## src/rtl/mem_access_stage.sv

```systemverilog
`default_nettype none
// +----------------------------------------------------------------------------+
// | mem_access_stage                                                           |
// | Load/store unit between execute and write-back over a valid/ack dmem bus.  |
// | Revision: 1.0                                                              |
// +----------------------------------------------------------------------------+
module mem_access_stage #(
   parameter int TIMEOUT = 16,
   parameter int CNT_W   = 5
) (
   input  logic        clk,
   input  logic        rst_n,
   input  logic        valid_i,
   input  logic        MemRead_i,
   input  logic        MemWrite_i,
   input  logic [2:0]  funct3_i,
   input  logic [31:0] ALUOut,
   input  logic [31:0] DataOutReg2,
   output logic        dmem_req,
   output logic        dmem_we,
   output logic [31:0] dmem_addr,
   output logic [3:0]  dmem_be,
   output logic [31:0] dmem_wdata,
   input  logic        dmem_ack,
   input  logic [31:0] dmem_rdata,
   output logic [31:0] ReadData,
   output logic        done_o,
   output logic        fault_o,
   output logic        stall_o
);

   localparam logic [1:0] c_IDLE  = 2'd0;
   localparam logic [1:0] c_BUSY  = 2'd1;
   localparam logic [1:0] c_DONE  = 2'd2;
   localparam logic [1:0] c_FAULT = 2'd3;

   localparam logic [CNT_W-1:0] c_TMO    = CNT_W'(TIMEOUT);
   localparam bit               c_TMO_EN = (TIMEOUT != 0);

   logic [1:0]       r_state;
   logic [CNT_W-1:0] r_cnt;
   logic [1:0]       r_off;
   logic [2:0]       r_f3;

   logic             w_accept;
   logic             w_bad_f3;
   logic             w_misal;
   logic             w_reject;
   logic [3:0]       w_be;
   logic [31:0]      w_wdata;
   logic [31:0]      w_lane;
   logic [31:0]      w_ext;
   logic [CNT_W-1:0] w_cnt_nxt;

   // Request decode: legality, alignment and lane placement of the store data.
   always_comb begin
      w_accept = (r_state == c_IDLE) && valid_i && (MemRead_i || MemWrite_i);
      if (MemWrite_i)
         w_bad_f3 = funct3_i[2] || (funct3_i[1:0] == 2'b11);
      else
         w_bad_f3 = (funct3_i[1:0] == 2'b11) || (funct3_i[2] && funct3_i[1]);
      w_misal  = ((funct3_i[1:0] == 2'b01) && ALUOut[0]) ||
                 ((funct3_i[1:0] == 2'b10) && (ALUOut[1:0] != 2'b00));
      w_reject = (MemRead_i && MemWrite_i) || w_bad_f3 || w_misal;
      case (funct3_i[1:0])
         2'b00: begin
            w_be    = 4'b0001 << ALUOut[1:0];
            w_wdata = {4{DataOutReg2[7:0]}};
         end
         2'b01: begin
            w_be    = ALUOut[1] ? 4'b1100 : 4'b0011;
            w_wdata = {2{DataOutReg2[15:0]}};
         end
         default: begin
            w_be    = 4'b1111;
            w_wdata = DataOutReg2;
         end
      endcase
   end

   // Bring the addressed lane down to bit 0, then extend per the latched funct3.
   always_comb begin
      w_lane = dmem_rdata >> {r_off, 3'b000};
      case (r_f3)
         3'b000:  w_ext = {{24{w_lane[7]}}, w_lane[7:0]};
         3'b001:  w_ext = {{16{w_lane[15]}}, w_lane[15:0]};
         3'b100:  w_ext = {24'd0, w_lane[7:0]};
         3'b101:  w_ext = {16'd0, w_lane[15:0]};
         default: w_ext = w_lane;
      endcase
   end

   assign w_cnt_nxt = r_cnt + CNT_W'(1);
   assign stall_o   = w_accept || (r_state == c_BUSY);

   always_ff @(posedge clk or negedge rst_n) begin
      if (!rst_n) begin
         r_state    <= c_IDLE;
         r_cnt      <= '0;
         r_off      <= 2'd0;
         r_f3       <= 3'd0;
         dmem_req   <= 1'b0;
         dmem_we    <= 1'b0;
         dmem_addr  <= 32'd0;
         dmem_be    <= 4'd0;
         dmem_wdata <= 32'd0;
         ReadData   <= 32'd0;
         done_o     <= 1'b0;
         fault_o    <= 1'b0;
      end else begin
         done_o  <= 1'b0;
         fault_o <= 1'b0;
         case (r_state)
            c_IDLE: begin
               if (w_accept) begin
                  if (w_reject) begin
                     fault_o <= 1'b1;
                     r_state <= c_FAULT;
                  end else begin
                     r_off      <= ALUOut[1:0];
                     r_f3       <= funct3_i;
                     r_cnt      <= '0;
                     dmem_req   <= 1'b1;
                     dmem_we    <= MemWrite_i;
                     dmem_addr  <= {ALUOut[31:2], 2'b00};
                     dmem_be    <= w_be;
                     dmem_wdata <= w_wdata;
                     r_state    <= c_BUSY;
                  end
               end
            end
            c_BUSY: begin
               // An ack arriving on the final allowed cycle still completes.
               if (dmem_ack) begin
                  dmem_req <= 1'b0;
                  if (!dmem_we)
                     ReadData <= w_ext;
                  done_o  <= 1'b1;
                  r_state <= c_DONE;
               end else if (c_TMO_EN && (w_cnt_nxt == c_TMO)) begin
                  dmem_req <= 1'b0;
                  fault_o  <= 1'b1;
                  r_state  <= c_FAULT;
               end else begin
                  r_cnt <= w_cnt_nxt;
               end
            end
            default: r_state <= c_IDLE;
         endcase
      end
   end

endmodule
`default_nettype wire

```

## config.mk

```make
export PLATFORM = sky130hd
export DESIGN_NAME = mem_access_stage
export DESIGN_NICKNAME = d
export VERILOG_FILES = /design/src/rtl/mem_access_stage.sv
export SDC_FILE = /design/constraint.sdc
export NUM_CORES = 1
export LEC_CHECK = 0
export BUFFER_PORTS_ARGS = -buffer_cell sky130_fd_sc_hd__buf_2
export CORE_MARGIN = 8
export CORE_UTILIZATION = 37
export CTS_CLUSTER_SIZE = 16
export DETAILED_ROUTE_END_ITERATION = 8
export SYNTH_ARGS = -nofsm -noshare
export SYNTH_HDL_FRONTEND = slang
export SYNTH_SLANG_ARGS = --single-unit
```

## constraint.sdc

```tcl
create_clock -name clk -period 2.4 [get_ports clk]
set_input_delay 0.12 -clock clk [delete_from_list [all_inputs] [get_ports clk]]
set_output_delay 0.12 -clock clk [all_outputs]
set_load 0.05 [all_outputs]
```

* Yosys cells after proc, flatten, opt, wreduce, memory -nomap -nowiden
Cells that the tools add are included.
Storage, ports and cells: output and inout bits 105, flip-flop bits (word level) 114, input bits 105, word-level logic and storage cells 80
Operators by class: muxes and demuxes 27, bitwise logic cells 2, reduce and logical (&&, ||, !) cells 23, equality and inequality tests 13, shifts and indexed selects 2, add/sub/neg operators 1
Operator list (number):
- $pmux 32 s4 | 1
- $pmux 32 s2 | 1
- $shr 32x5->32 | 1
- $mux 5 | 4
- $mux 1 | 11
- $pmux 5 s2 | 1
- $mux 2 | 4
- $ne 2x2->1 const B | 4
- $pmux 4 s2 | 1
- $logic_or 1x1->1 | 7
- $eq 3x3->1 const B | 2
- $logic_and 1x1->1 | 6
- $reduce_and 3->1 | 2
- $add 5x1->5 const B | 1
- $eq 5x5->1 const B | 1
- $reduce_and 5->1 | 1
- $eq 2x1->1 const B | 2
- $eq 2x2->1 const B | 2
- $logic_not 2->1 | 2
- $mux 4 | 1
- $pmux 1 s2 | 2
- $pmux 2 s2 | 1
- $reduce_and 4->1 | 1
- $reduce_bool 2->1 | 2
- 6 further kinds | 7

* Longest topological paths before layout
Gate-level depths: netlist of the first run.
depth in word-level cells 8, gate-level depth with buffers 8, gate-level depth less buffers 6

* Worst setup path after synthesis of the first run
OpenSTA, ideal clock, no wires.
path kind reg2reg, start register r_off[1], end register ReadData[31], arrival 1.602 ns, library setup time 0.121 ns, clock period less this slack 1.723 ns, cell stages (with the launch flop) 8, path slack 0.677 ns, data required time 2.279 ns, path buffers 2, cell sequence dfrtp_1 buf_6 mux4_2 nor3b_2 a31oi_4 and2_4 buf_8 a21oi_2
On the way: cells in the longest elaborated chain, start to end 2
Ends and longest elaborated chain:
- start, declared | RTL line 42 | logic [1:0] r_off;
- start signal, assigned | RTL line 120 | r_off <= ALUOut[1:0];
- $shr 32x5->32 | RTL line 83 | w_lane = dmem_rdata >> {r_off, 3'b000};
- $pmux 32 s4 | RTL line 84 | case (r_f3)
- end signal, assigned | RTL line 137 | ReadData <= w_ext;
- end, declared | RTL line 26 | output logic [31:0] ReadData,
No other way between the ends. A chain may end at the register's enable or synchronous reset.

* Worst setup path after layout of the first run
start input ALUOut[0], end register dmem_addr[22]
On the way: cells in the longest elaborated chain, start to end 6, elaborated cells on any way between the ends 7
Ends and longest elaborated chain:
- start, declared | RTL line 17 | input logic [31:0] ALUOut,
- $reduce_bool 2->1 | RTL line 63 | ((funct3_i[1:0] == 2'b10) && (ALUOut[1:0] != 2'b00));
- $logic_and 1x1->1 | RTL line 63
- $logic_or 1x1->1 (*) | RTL line 62 | w_misal = ((funct3_i[1:0] == 2'b01) && ALUOut[0]) ||
- $logic_or 1x1->1 (*) | RTL line 64 | w_reject = (MemRead_i && MemWrite_i) || w_bad_f3 || w_misal;
- $not 1->1 (no source line) (*)
- $reduce_and 3->1 (no source line) (*)
- end signal, assigned | RTL line 125 | dmem_addr <= {ALUOut[31:2], 2'b00};
- end, declared | RTL line 21 | output logic [31:0] dmem_addr,
Mark *: on every way between the ends. The rest lies on a longest branch, timed or not.

==> results.md, run 1 <==
- Post-synth ARST share: 100%
- Critical Path Fanout Max: 21
- Maximum VDD drop: between 0.7 and 0.8 mV
- Clock Tree Buf Depth: 2
- Max-Cap Viols: 0
- DPL Wire Length: around 13000 microns
- Period utilization: ~76%
- RSZ-0062 raised after global routing: no
- Hold Crit Start: DataOutReg2[16]
- Synth Instances: around 570
- Drt total wl: between 15000 and 20000 microns
- IO Port Bufs: a little over 200
- Die area: approximately 19000 sq um
- Worst Skew: about 7.8 ps
- Initial antenna violation count: 1
- CTS tree: done
- CTS sink cnt: 114
- Core Box Area: 14300 sq um
- Status: complete, no violations
- Fillers: between 1000 and 1500
- Fmax: between 0.5 and 0.6 GHz
- H-tree depth reported by CTS: 4
- Post-placement setup slack: roughly 570 ps
- Critical Path, Cell by Cell: dlygate4sd3_1 -> buf_2 -> nor4_1 -> o21ai_1 -> nor2_4 -> buf_4 -> nand2_1 -> nand2_1
- Worst-Margin Slew: between 700 and 800 ps
- Synthesis Warnings: 0
- Starting Density: 37.3%
- Area post-placement: 6560 sq um
- Critical setup path kind: in2reg
- Max Transition Viols Final: 0
- Chip width: about 140 microns
- Via count: 5202
- Worst-skew pair later-pin latency: just over 400 ps
- IO Count: 210
- Crit path launch type: primary input
- CP max stage delay: 550 ps
- Wirelength per Cell: roughly 17 microns
- Vias per cell: 5.01
- GPL Wtd Cong: between 0.8 and 0.9
- Critical path arrival: between 2000 and 2500 ps
- Num rows: 44
- Final hold vios: 0
- Area growth from synthesis to layout: 45.2%
- Power Total: about 12 mW
- Post-synth EDFFs: 0
- Largest net degree at the start of global routing: 76
- 1st-pass router iterations: 5
- Syn_area_per_cell: 9.32 sq um
- Gr ovfl total: 0
- Setup Total Neg Slack: 0 ps
- First-pass GRT wire length: 28700 microns
- Seq/Total Area, Yosys: approximately 53%
- Static Leak: approximately 3.9 nW
- Inserted Clock Buffers: 17
- Slowest-stage cell, CP: dlygate4sd3_1
- Reg clk slew, reported paths: about 60 ps
- Residual DRC: 0
- Vias in the first global route: 5582
- Post-CTS sizing: 0
- Max_slew headroom: 49.9%
- Fin nets: ~950
- Root Driver: clkbuf_16
- WP data required: about 2800 ps
- Power Density: approximately 1600 nW/um^2
- Final instance area: just under 8000 sq um
- FF+latch count, synth: ~110
- Synthesized area: 5340 sq um
- Crit. Startpoint: ALUOut[0]
- Top_reg_cell synth: dfrtp_1
- Top cell by count, worst path: nand2_1
- Synth area leaders: dfrtp_1 53%, nand2_1 13%, mux2i_1 7.5%, nor2_1 3.0%, o21ai_0 3.0%
- Non-Filler Instances: just over 1000
- DRT antenna net count: 0
- Setup-failing EPs final: 0
- 1st-iter DRT viols: 261
- Yosys top cell area share: between 50% and 60%
- Reg2Reg Launch Point: r_cnt[0]
- Min cycle time layout: roughly 1800 ps
- Final WS setup: 565 ps
- Chip height: approximately 140 microns
- GR Util All Layers: roughly a fifth
- Hold Crit Class: in2reg
- Post-Place Cells: 944
- Area leader, netlist: dfrtp_1
- Ratio of cells with drive above 1 in the final layout: between 30% and 40%
- Critical Path Sink Type: register
- Post-synth cell types: 43
-- layer usage --
metal | global-route usage [%] | wire length [microns] | share of wire (%)
met4 | 11.1 | 735 | 4.1
met5 | 0 | 12 | 0.066
met2 | 32.4 | 8670 | 48
met1 | 22.1 | 7060 | 39
met3 | 6.91 | 1610 | 8.9
-- cells in the mapped netlist (2+ instances only) --
cell type and number:
a21oi_1 30, buf_2 17, nor3_1 2, nand3_1 4, nor2b_1 9, nand2b_1 6
o2bb2ai_1 2, buf_1 2, inv_1 5, o21ai_0 32, buf_4 3, clkbuf_1 10
ha_1 2, o21ai_1 11, nand2_1 182, a21oi_2 9, a211oi_1 7, a31oi_1 5
mux2_2 8, buf_6 3, o22a_1 8, mux2i_1 40, nor2_1 43, dfrtp_1 114
-- worst paths after layout --
check,to,depth (start not counted),slack [ps]
max,dmem_addr[22],8,560
min,dmem_wdata[16],3,20
max reg2reg,r_cnt[1],6,580
min reg2reg,dmem_addr[25],2,470
max in group asynchronous,dmem_wdata[12],3,1320
min in group asynchronous,ReadData[26],2,300
-- logic make-up (layout without fill, tap and decap cells) --
kind of cell / after synthesis / after routing / synth area share, %
mux: 49 / 49 / 9.61
flops: 114 / 114 / 53.4
other cells: 1 / 4 / 0.0702
compound gates: 110 / 110 / 12.7
simple gates: 256 / 256 / 19.6
buf+inv: 41 / 320 / 4.12
fa+ha+maj: 2 / 2 / 0.469
-- critical path: cells and delay by family --
family,cells,cell delay (ps)
and+or+nand+nor,4,820
buffers and inverters,3,1020
AOI/OAI and AO/OA,1,200
-- through the flow --
step | util, % | hold slack [ps]
after CTS | 54.1 | 3.55
after global routing | 54.1 | 6.10
after global placement | 45.8 | 198
after detailed placement | 45.8 | 206
after floorplan | - | -176
final | 54.2 | 21.5
-- final cells by class --
type	instances	area (sq um)	share of cell area, %
sequential	114	2850	36.8
multi-input combinational	419	2280	29.4
timing repair buffer	283	1790	23.0
clock buffer	19	443	5.71
tap	184	230	2.97
clock inverter	13	138	1.77
inverter	5	18.8	0.242
antenna	2	5.00	0.0645
-- placed cells by master, fill, tap and decap left out, types with 2 or more instances in the layout --
cell type / Yosys / final
a211oi_1: 7 / 7
a21oi_1: 30 / 30
a21oi_2: 9 / 9
a31oi_1: 5 / 5
buf_12: 0 / 2
buf_2: 17 / 206
buf_4: 3 / 14
bufinv_16: 0 / 2
clkbuf_16: 0 / 17
clkinv_2: 0 / 3
clkinv_4: 0 / 2
clkinvlp_4: 0 / 6
conb_1: 1 / 2
dfrtp_1: 114 / 114
diode_2: 0 / 2
dlygate4sd3_1: 0 / 61
ha_1: 2 / 2
inv_1: 5 / 5
mux2_2: 8 / 8
mux2i_1: 40 / 40
nand2_1: 182 / 182
nand2b_1: 6 / 6
nand3_1: 4 / 4
nor2_1: 43 / 41
nor2b_1: 9 / 9
nor3_1: 2 / 2
o21ai_0: 32 / 32
o21ai_1: 11 / 11
o22a_1: 8 / 8
o2bb2ai_1: 2 / 2
or2_2: 1 / 2
-- flip-flops by register name, indices dropped and copies added (netlist names) --
name / flops
r_off: 2
done_o: 1
fault_o: 1
ReadData: 32
r_cnt: 5
r_state: 2
r_f3: 3
dmem_we: 1
dmem_be: 4
dmem_addr: 30
dmem_wdata: 32
dmem_req: 1
-- repair_timing --
item | CTS | global route
endpoints found under the hold margin | 108 | 0
setup buffers | 0 | 0
hold buffers | 61 | 0
-- where the power goes --
group	total (mW)	switching, mW	internal, mW
registers	3.46	0.616	2.84
logic	6.19	4.63	1.56
clock network	2.45	0.901	1.55
total	12.1	6.15	5.95
Power figures use the tool's default switching activity.
==> inputs of run 2 (changes only) <==
==> constraint.sdc (replaced) <==
create_clock -name clk -period 1.9 [get_ports clk]
set_input_delay 0.095 -clock clk [delete_from_list [all_inputs] [get_ports clk]]
set_output_delay 0.095 -clock clk [all_outputs]
set_load 0.05 [all_outputs]
==> run 2 against run 1 <==
Setup slack got worse by 440 ps. Critical path depth decreased by 2. Sequential share of layout area shrank 1.2 points. Clock-buffer cell count up 3. Total power increased by 31%. Clock power rose by 49%. First-iteration DRC count up 42%. Critical path type is now reg2reg. Critical endpoint is now ReadData[19].
==> results.md, run 2 (synthesized netlist as in run 1, its figures left out) <==
- Status: complete, no violations (unchanged)
- IO Count: 210 (unchanged)
- First-pass GRT wire length: 28100 microns (was 28700 microns)
- Critical Path, Cell by Cell: buf_4 -> mux2i_1 -> o2bb2ai_1 -> a31oi_4 -> nand2_2 -> o22a_1 (was dlygate4sd3_1 -> buf_2 -> nor4_1 -> o21ai_1 -> nor2_4 -> buf_4 -> nand2_1 -> nand2_1)
- GPL Wtd Cong: 0.871 (was 0.857)
- Wirelength per Cell: 17.0 microns (was 17.4 microns)
- Critical path arrival: 2060 ps (was 2180 ps)
- Net Sw Power: 7.72 mW (was 6.15 mW)
- Maximum VDD drop: 1.03 mV (was 0.793 mV)
- 1st-iter DRT viols: 370 (was 261)
- Initial antenna violation count: 1 (unchanged)
- Via count: 5195 (was 5202)
- DRT antenna net count: 0 (unchanged)
- Inserted Clock Buffers: 17 (unchanged)
- Fmax: 0.564 GHz
- Final WS setup: 127 ps (was 565 ps)
- Worst-Margin Slew: 541 ps (was 752 ps)
- Worst-skew pair later-pin latency: 410 ps (about the same)
- Residual DRC: 0 (unchanged)
- Critical Path Sink Type: register (unchanged)
- Fin util: 56.0% (was 54.2%)
- Gr ovfl total: 0 (unchanged)
- Ratio of cells with drive above 1 in the final layout: 32.8% (about the same)
- RSZ-0062 raised after global routing: no (unchanged)
- Area post-placement: 6630 sq um (was 6560 sq um)
- Commonest cells after routing, fill and taps aside: 206 x buf_2, 182 x nand2_1, 114 x dfrtp_1 (unchanged)
- Vias per cell: 4.95 (was 5.01)
- Setup-failing EPs final: 0 (unchanged)
- WP data required: 2190 ps (was 2750 ps)
- Starting Density: 37.3% (unchanged)
- IO Port Bufs: 207 (unchanged)
- Switching fraction of total power: 48.6% (was 50.8%)
- Die area: 18500 sq um (unchanged)
- Num rows: 44 (unchanged)
- Critical Path Fanout Max: 25 (was 21)
- Power Density: 1980 nW/um^2 (was 1560 nW/um^2)
- Drt total wl: 17800 microns (was 18100 microns)
- Leading cell type in the layout, fill and taps excluded: buf_2 (unchanged)
- Reg power frac: 27.4% (was 28.6%)
- Final instance area: 8010 sq um (was 7750 sq um)
- Clock power share: 23.0% (was 20.2%)
- Chip height: 136 microns (unchanged)
- Reg clk slew, reported paths: 50 ps (was 60 ps)
- CTS tree: done (unchanged)
- Crit-path leading delay family: compound AO/OA/AOI/OAI gates (was buffers and inverters)
- Fin nets: 960 (was 947)
- Max-Cap Viols: 0 (unchanged)
- Period utilization: approximately 93%
- Worst Skew: 5.82 ps (was 7.82 ps)
- Setup Total Neg Slack: 0 ps (unchanged)
- CTS sink cnt: 114 (unchanged)
- H-tree depth reported by CTS: 4 (unchanged)
- Largest net degree at the start of global routing: 66 (was 76)
- Power Total: 15.9 mW (was 12.1 mW)
- Critical setup path kind: reg2reg (was in2reg)
- 1st-pass router iterations: 5 (unchanged)
- Clock Tree Buf Depth: 2 (unchanged)
- Slowest-stage cell, CP: dfrtp_1 (was dlygate4sd3_1)
- Pint: 8.16 mW (was 5.95 mW)
- Hold Crit Class: in2reg (unchanged)
- Combinational power share: 49.6% (was 51.2%)
- Antenna fix cells: 0 (was 2)
- Vias in the first global route: 5384 (was 5582)
- Post-placement setup slack: 90.3 ps (was 575 ps)
- Static Leak: 4.07 nW (was 3.94 nW)
- Crit path launch type: register (was primary input)
- DPL Wire Length: 12900 microns (was 13100 microns)
- GR Util All Layers: 19.5% (was 19.8%)
- Max_slew headroom: 64.0% (was 49.9%)
- Min cycle time layout: roughly 1800 ps
- Final hold vios: 0 (unchanged)
- Chip width: 136 microns (unchanged)
- Largest registers: ReadData: 32 flops, dmem_wdata: 32 flops, dmem_addr: 30 flops (unchanged)
- CP bufs+invs: 1 (was 3)
- CP max stage delay: 380 ps (was 550 ps)
- Root Driver: clkbuf_16 (unchanged)
- Core Box Area: 14300 sq um (unchanged)
- Max Transition Viols Final: 0 (unchanged)
- Area growth from synthesis to layout: 50.0% (was 45.2%)
-- run 2: changes by cell type in the layout (fill, tap and decap cells not counted) --
cell / previous run / this run
clkinvlp_4: 6 / 1
nor3_2: 1 / 0
bufinv_16: 2 / 6
dlygate4sd3_1: 61 / 70
clkbuf_8: 1 / 3
nor2_2: 1 / 2
clkinv_4: 2 / 0
buf_4: 14 / 15
nor2_1: 41 / 40
nor3_4: 0 / 1
clkbuf_1: 1 / 2
diode_2: 2 / 0
buf_12: 2 / 5
-- run 2: path summary, 6_finish.rpt --
| kind | startpoint | end | slack (ps) | cells past startpoint |
|---|---|---|---|---|
| setup / recovery | r_off[1] | ReadData[19] | 130 | 6 |
| hold / removal | DataOutReg2[12] | dmem_wdata[12] | 20 | 3 |
| setup reg to reg | r_off[1] | ReadData[19] | 130 | 6 |
| hold reg to reg | dmem_addr[25] | dmem_addr[25] | 470 | 2 |
| max in group asynchronous | rst_n | dmem_wdata[4] | 1040 | 3 |
| min in group asynchronous | rst_n | dmem_addr[2] | 220 | 2 |
-- run 2: repair_timing --
action                                  4_1_cts  5_1_grt
resized for setup                             0        2
hold buffers                                 70        0
setup buffers                                 0        0
endpoints found under the setup margin        0       10
hold endpoints to repair                    106        0
-- run 2: cell type report --
type / instances / area (sq um)
clock inverters: 10 / 203
inverters: 5 / 18.8
well taps: 184 / 230
multi-input cells: 419 / 2290
clock buffers: 22 / 474
fillers: 1276 / 6300
repair buffers: 296 / 1940
flip-flops and latches: 114 / 2850
-- run 2: routing by layer --
metal	global-route usage (%)	share of wire, %
met2	32.0	48
met1	22.4	40
met5	0	0.045
met3	7.28	9.8
met4	8.05	2.3
-- run 2: per-stage QoR --
stage / hold WS (ps) / instances
2_1_floorplan: -201 / 574
3_3_place_gp: 110 / 948
3_5_place_dp: 116 / 948
4_1_cts: 3.08 / 1050
5_1_grt: 37.8 / 1050
6_report: 22.1 / 1050
-- run 2: power by group through the flow --
stage	Combinational (mW)	Clock (mW)	Sequential [mW]
after detailed placement	7.81	0	4.35
after CTS	7.93	3.74	4.34
final	7.88	3.65	4.35
after floorplan	2.17	0	7.91
after global placement	7.71	0	4.30
after global routing	8.40	3.83	4.49
-- run 2: worst min-delay path, cell delays in order --
cell     delay [ps]
buf_2           100
mux2i_1          70
o21ai_0         130
==> inputs of run 3 (changes only) <==
--- a/config.mk
+++ b/config.mk
@@ -10,6 +10,7 @@
 export CORE_UTILIZATION = 37
 export CTS_CLUSTER_SIZE = 16
 export DETAILED_ROUTE_END_ITERATION = 8
+export RECOVER_POWER = 50
 export SYNTH_ARGS = -nofsm -noshare
 export SYNTH_HDL_FRONTEND = slang
 export SYNTH_SLANG_ARGS = --single-unit
==> run 3 against run 2 <==
Clock skew barely moved. Sequential share of layout area rose by 0.38 points. Total power fell by 0.88%. Critical path depth did not move. Largest power group unchanged. Register-to-register slack barely moved. Final area fell by 1.0%. Sequential power barely moved. Via count fell by 0.60%. Non-clock buffer count did not move. Clock-buffer cell count did not move. Clock power barely moved.
==> results.md, run 3 (synthesized netlist as in run 1, its figures left out) <==
- Status: complete, no violations (unchanged)
- Post-placement setup slack: 90.3 ps (unchanged)
- Critical Path, Cell by Cell: buf_4 -> mux2i_1 -> o2bb2ai_1 -> a31oi_4 -> nand2_2 -> o22a_1 (unchanged)
- Crit path launch type: register (unchanged)
- Top Usage Layer GRT: met2 (unchanged)
- Power Total: 15.7 mW (was 15.9 mW)
- CTS tree: done (unchanged)
- Global Route met2 Usage: 32.0% (unchanged)
- Via count: 5164 (was 5195)
- Largest registers: ReadData: 32 flops, dmem_wdata: 32 flops, dmem_addr: 30 flops (unchanged)
- Root Driver: clkbuf_16 (unchanged)
- Starting Density: 37.3% (unchanged)
- Reg clk slew, reported paths: 50 ps (about the same)
- Drt total wl: 17800 microns (about the same)
- Inserted Clock Buffers: 17 (unchanged)
- RSZ-0062 raised after global routing: no (unchanged)
- Worst-Margin Slew: 1010 ps (was 541 ps)
- Critical Path Fanout Max: 25 (unchanged)
- DRT antenna net count: 0 (unchanged)
- Antenna fix cells: 0 (unchanged)
- CTS sink cnt: 114 (unchanged)
- Non-Filler Instances: 1050 (unchanged)
- GPL Wtd Cong: 0.871 (unchanged)
- Final hold vios: 0 (unchanged)
- Max-Cap Viols: 0 (unchanged)
- Gr ovfl total: 0 (unchanged)
- Die area: 18500 sq um (unchanged)
- Min cycle time layout: 1770 ps (about the same)
- Slowest-stage cell, CP: dfrtp_1 (unchanged)
- GR Util All Layers: 19.5% (unchanged)
- Vias per cell: 4.92 (was 4.95)
- Vias in the first global route: 5384 (unchanged)
- Post-Place Cells: 948 (unchanged)
- Chip height: 136 microns (unchanged)
- Commonest cells after routing, fill and taps aside: 182 x nand2_1, 157 x buf_2, 114 x dfrtp_1 (was 206 x buf_2, 182 x nand2_1, 114 x dfrtp_1)
- Initial antenna violation count: 1 (unchanged)
- Hold Path Depth: 3 (unchanged)
- Fin util: 55.4% (was 56.0%)
- Residual DRC: 0 (unchanged)
- R2R depth: 6 (unchanged)
- Critical path arrival: 2060 ps (about the same)
- Ratio of cells with drive above 1 in the final layout: 26.9% (was 32.8%)
- Num rows: 44 (unchanged)
- IO Count: 210 (unchanged)
- Area growth from synthesis to layout: 48.5% (was 50.0%)
- Wirelength per Cell: 17.0 microns (about the same)
- Power Density: 1980 nW/um^2 (about the same)
- Clock Tree Buf Depth: 2 (unchanged)
- Leading cell type in the layout, fill and taps excluded: nand2_1 (was buf_2)
- 1st-iter DRT viols: 330 (was 370)
- IO Port Bufs: 207 (unchanged)
- 1st-pass router iterations: 5 (unchanged)
- Worst-skew pair later-pin latency: 410 ps (about the same)
- Chip width: 136 microns (unchanged)
- M1 GR Usage: 22.4% (unchanged)
- Fin nets: 960 (unchanged)
- Worst Skew: 5.83 ps (was 5.82 ps)
- Total setup buffers inserted after CTS: 0 (unchanged)
- Period utilization: 93.3% (about the same)
- WP data required: 2190 ps (about the same)
- Critical setup path kind: reg2reg (unchanged)
- Static Leak: 3.90 nW (was 4.07 nW)
- Critical Path Sink Type: register (unchanged)
- Hold Crit Class: in2reg (unchanged)
- Fmax: 0.564 GHz (about the same)
- Fillers: 1312 (was 1276)
- Max_slew headroom: 32.7% (was 64.0%)
- CP max stage delay: 380 ps (about the same)
- DPL Wire Length: 12900 microns (unchanged)
- Maximum VDD drop: 1.03 mV (about the same)
- Core Box Area: 14300 sq um (unchanged)
- Max Transition Viols Final: 0 (unchanged)
- Setup-failing EPs final: 0 (unchanged)
- Setup Total Neg Slack: 0 ps (unchanged)
- Met3 Use GR: 7.28% (unchanged)
- H-tree depth reported by CTS: 4 (unchanged)
- Largest net degree at the start of global routing: 66 (unchanged)
- Final WS setup: 128 ps (was 127 ps)
- First-pass GRT wire length: 28100 microns (unchanged)
==> run 3: cell count changes in the layout (fill, tap and decap cells not counted), sizes merged <==
| cell | delta |
|---|---|
| buf | -53 |
| clkbuf | +53 |
==> run 3: worst paths after layout <==
check                                      from              to  slack, ps
min in group asynchronous                 rst_n    dmem_addr[2]        400
max in group asynchronous                 rst_n    dmem_addr[4]        350
worst min register to register    dmem_addr[25]   dmem_addr[25]        470
worst max register to register         r_off[1]    ReadData[19]        130
worst max-delay path                   r_off[1]    ReadData[19]        130
worst min-delay path            DataOutReg2[12]  dmem_wdata[12]         20
==> run 3: worst max-delay path: cells and delay by family, from the launching register on <==
family,cells,cell delay [ps]
buffers and inverters,1,310
and+or+nand+nor,1,150
DFF,1,380
muxes,1,220
AOI/OAI and AO/OA,3,590
==> run 3: layer usage <==
layer	up-vias	wire length [microns]
met1	2455	7080
met4	2	415
met5	-	8
li1	2465	-
met3	32	1760
met2	210	8570
==> run 3: power breakdown <==
group          total [mW]  internal [mW]  leakage (nW)  switching [mW]
logic                7.73           1.85          2.18            5.87
clock network        3.65           2.56         0.330            1.10
registers            4.36           3.59          1.39           0.768
total                15.7           8.00          3.90            7.74
==> run 3: cell type report <==
| class | instances | area (sq um) | share of cell area [%] |
|---|---|---|---|
| flip-flops and latches | 114 | 2850 | 36.0 |
| multi-input cells | 419 | 2290 | 28.9 |
| repair buffers | 296 | 1860 | 23.5 |
| clock buffers | 22 | 474 | 5.98 |
| well taps | 184 | 230 | 2.90 |
| clock inverters | 10 | 203 | 2.56 |
| inverters | 5 | 18.8 | 0.237 |
==> run 3: per-stage QoR <==
step,area (sq um),hold slack (ps)
finish,7930,20.8
global route,7930,37.8
CTS,8000,3.08
detailed placement,6630,116
global placement,6630,110
floorplan,5340,-201
==> run 3: timing repair <==
action	4_1_cts	5_1_grt
hold endpoints to repair	106	0
resized for setup	0	2
endpoints found under the setup margin	0	10
hold buffers	70	0
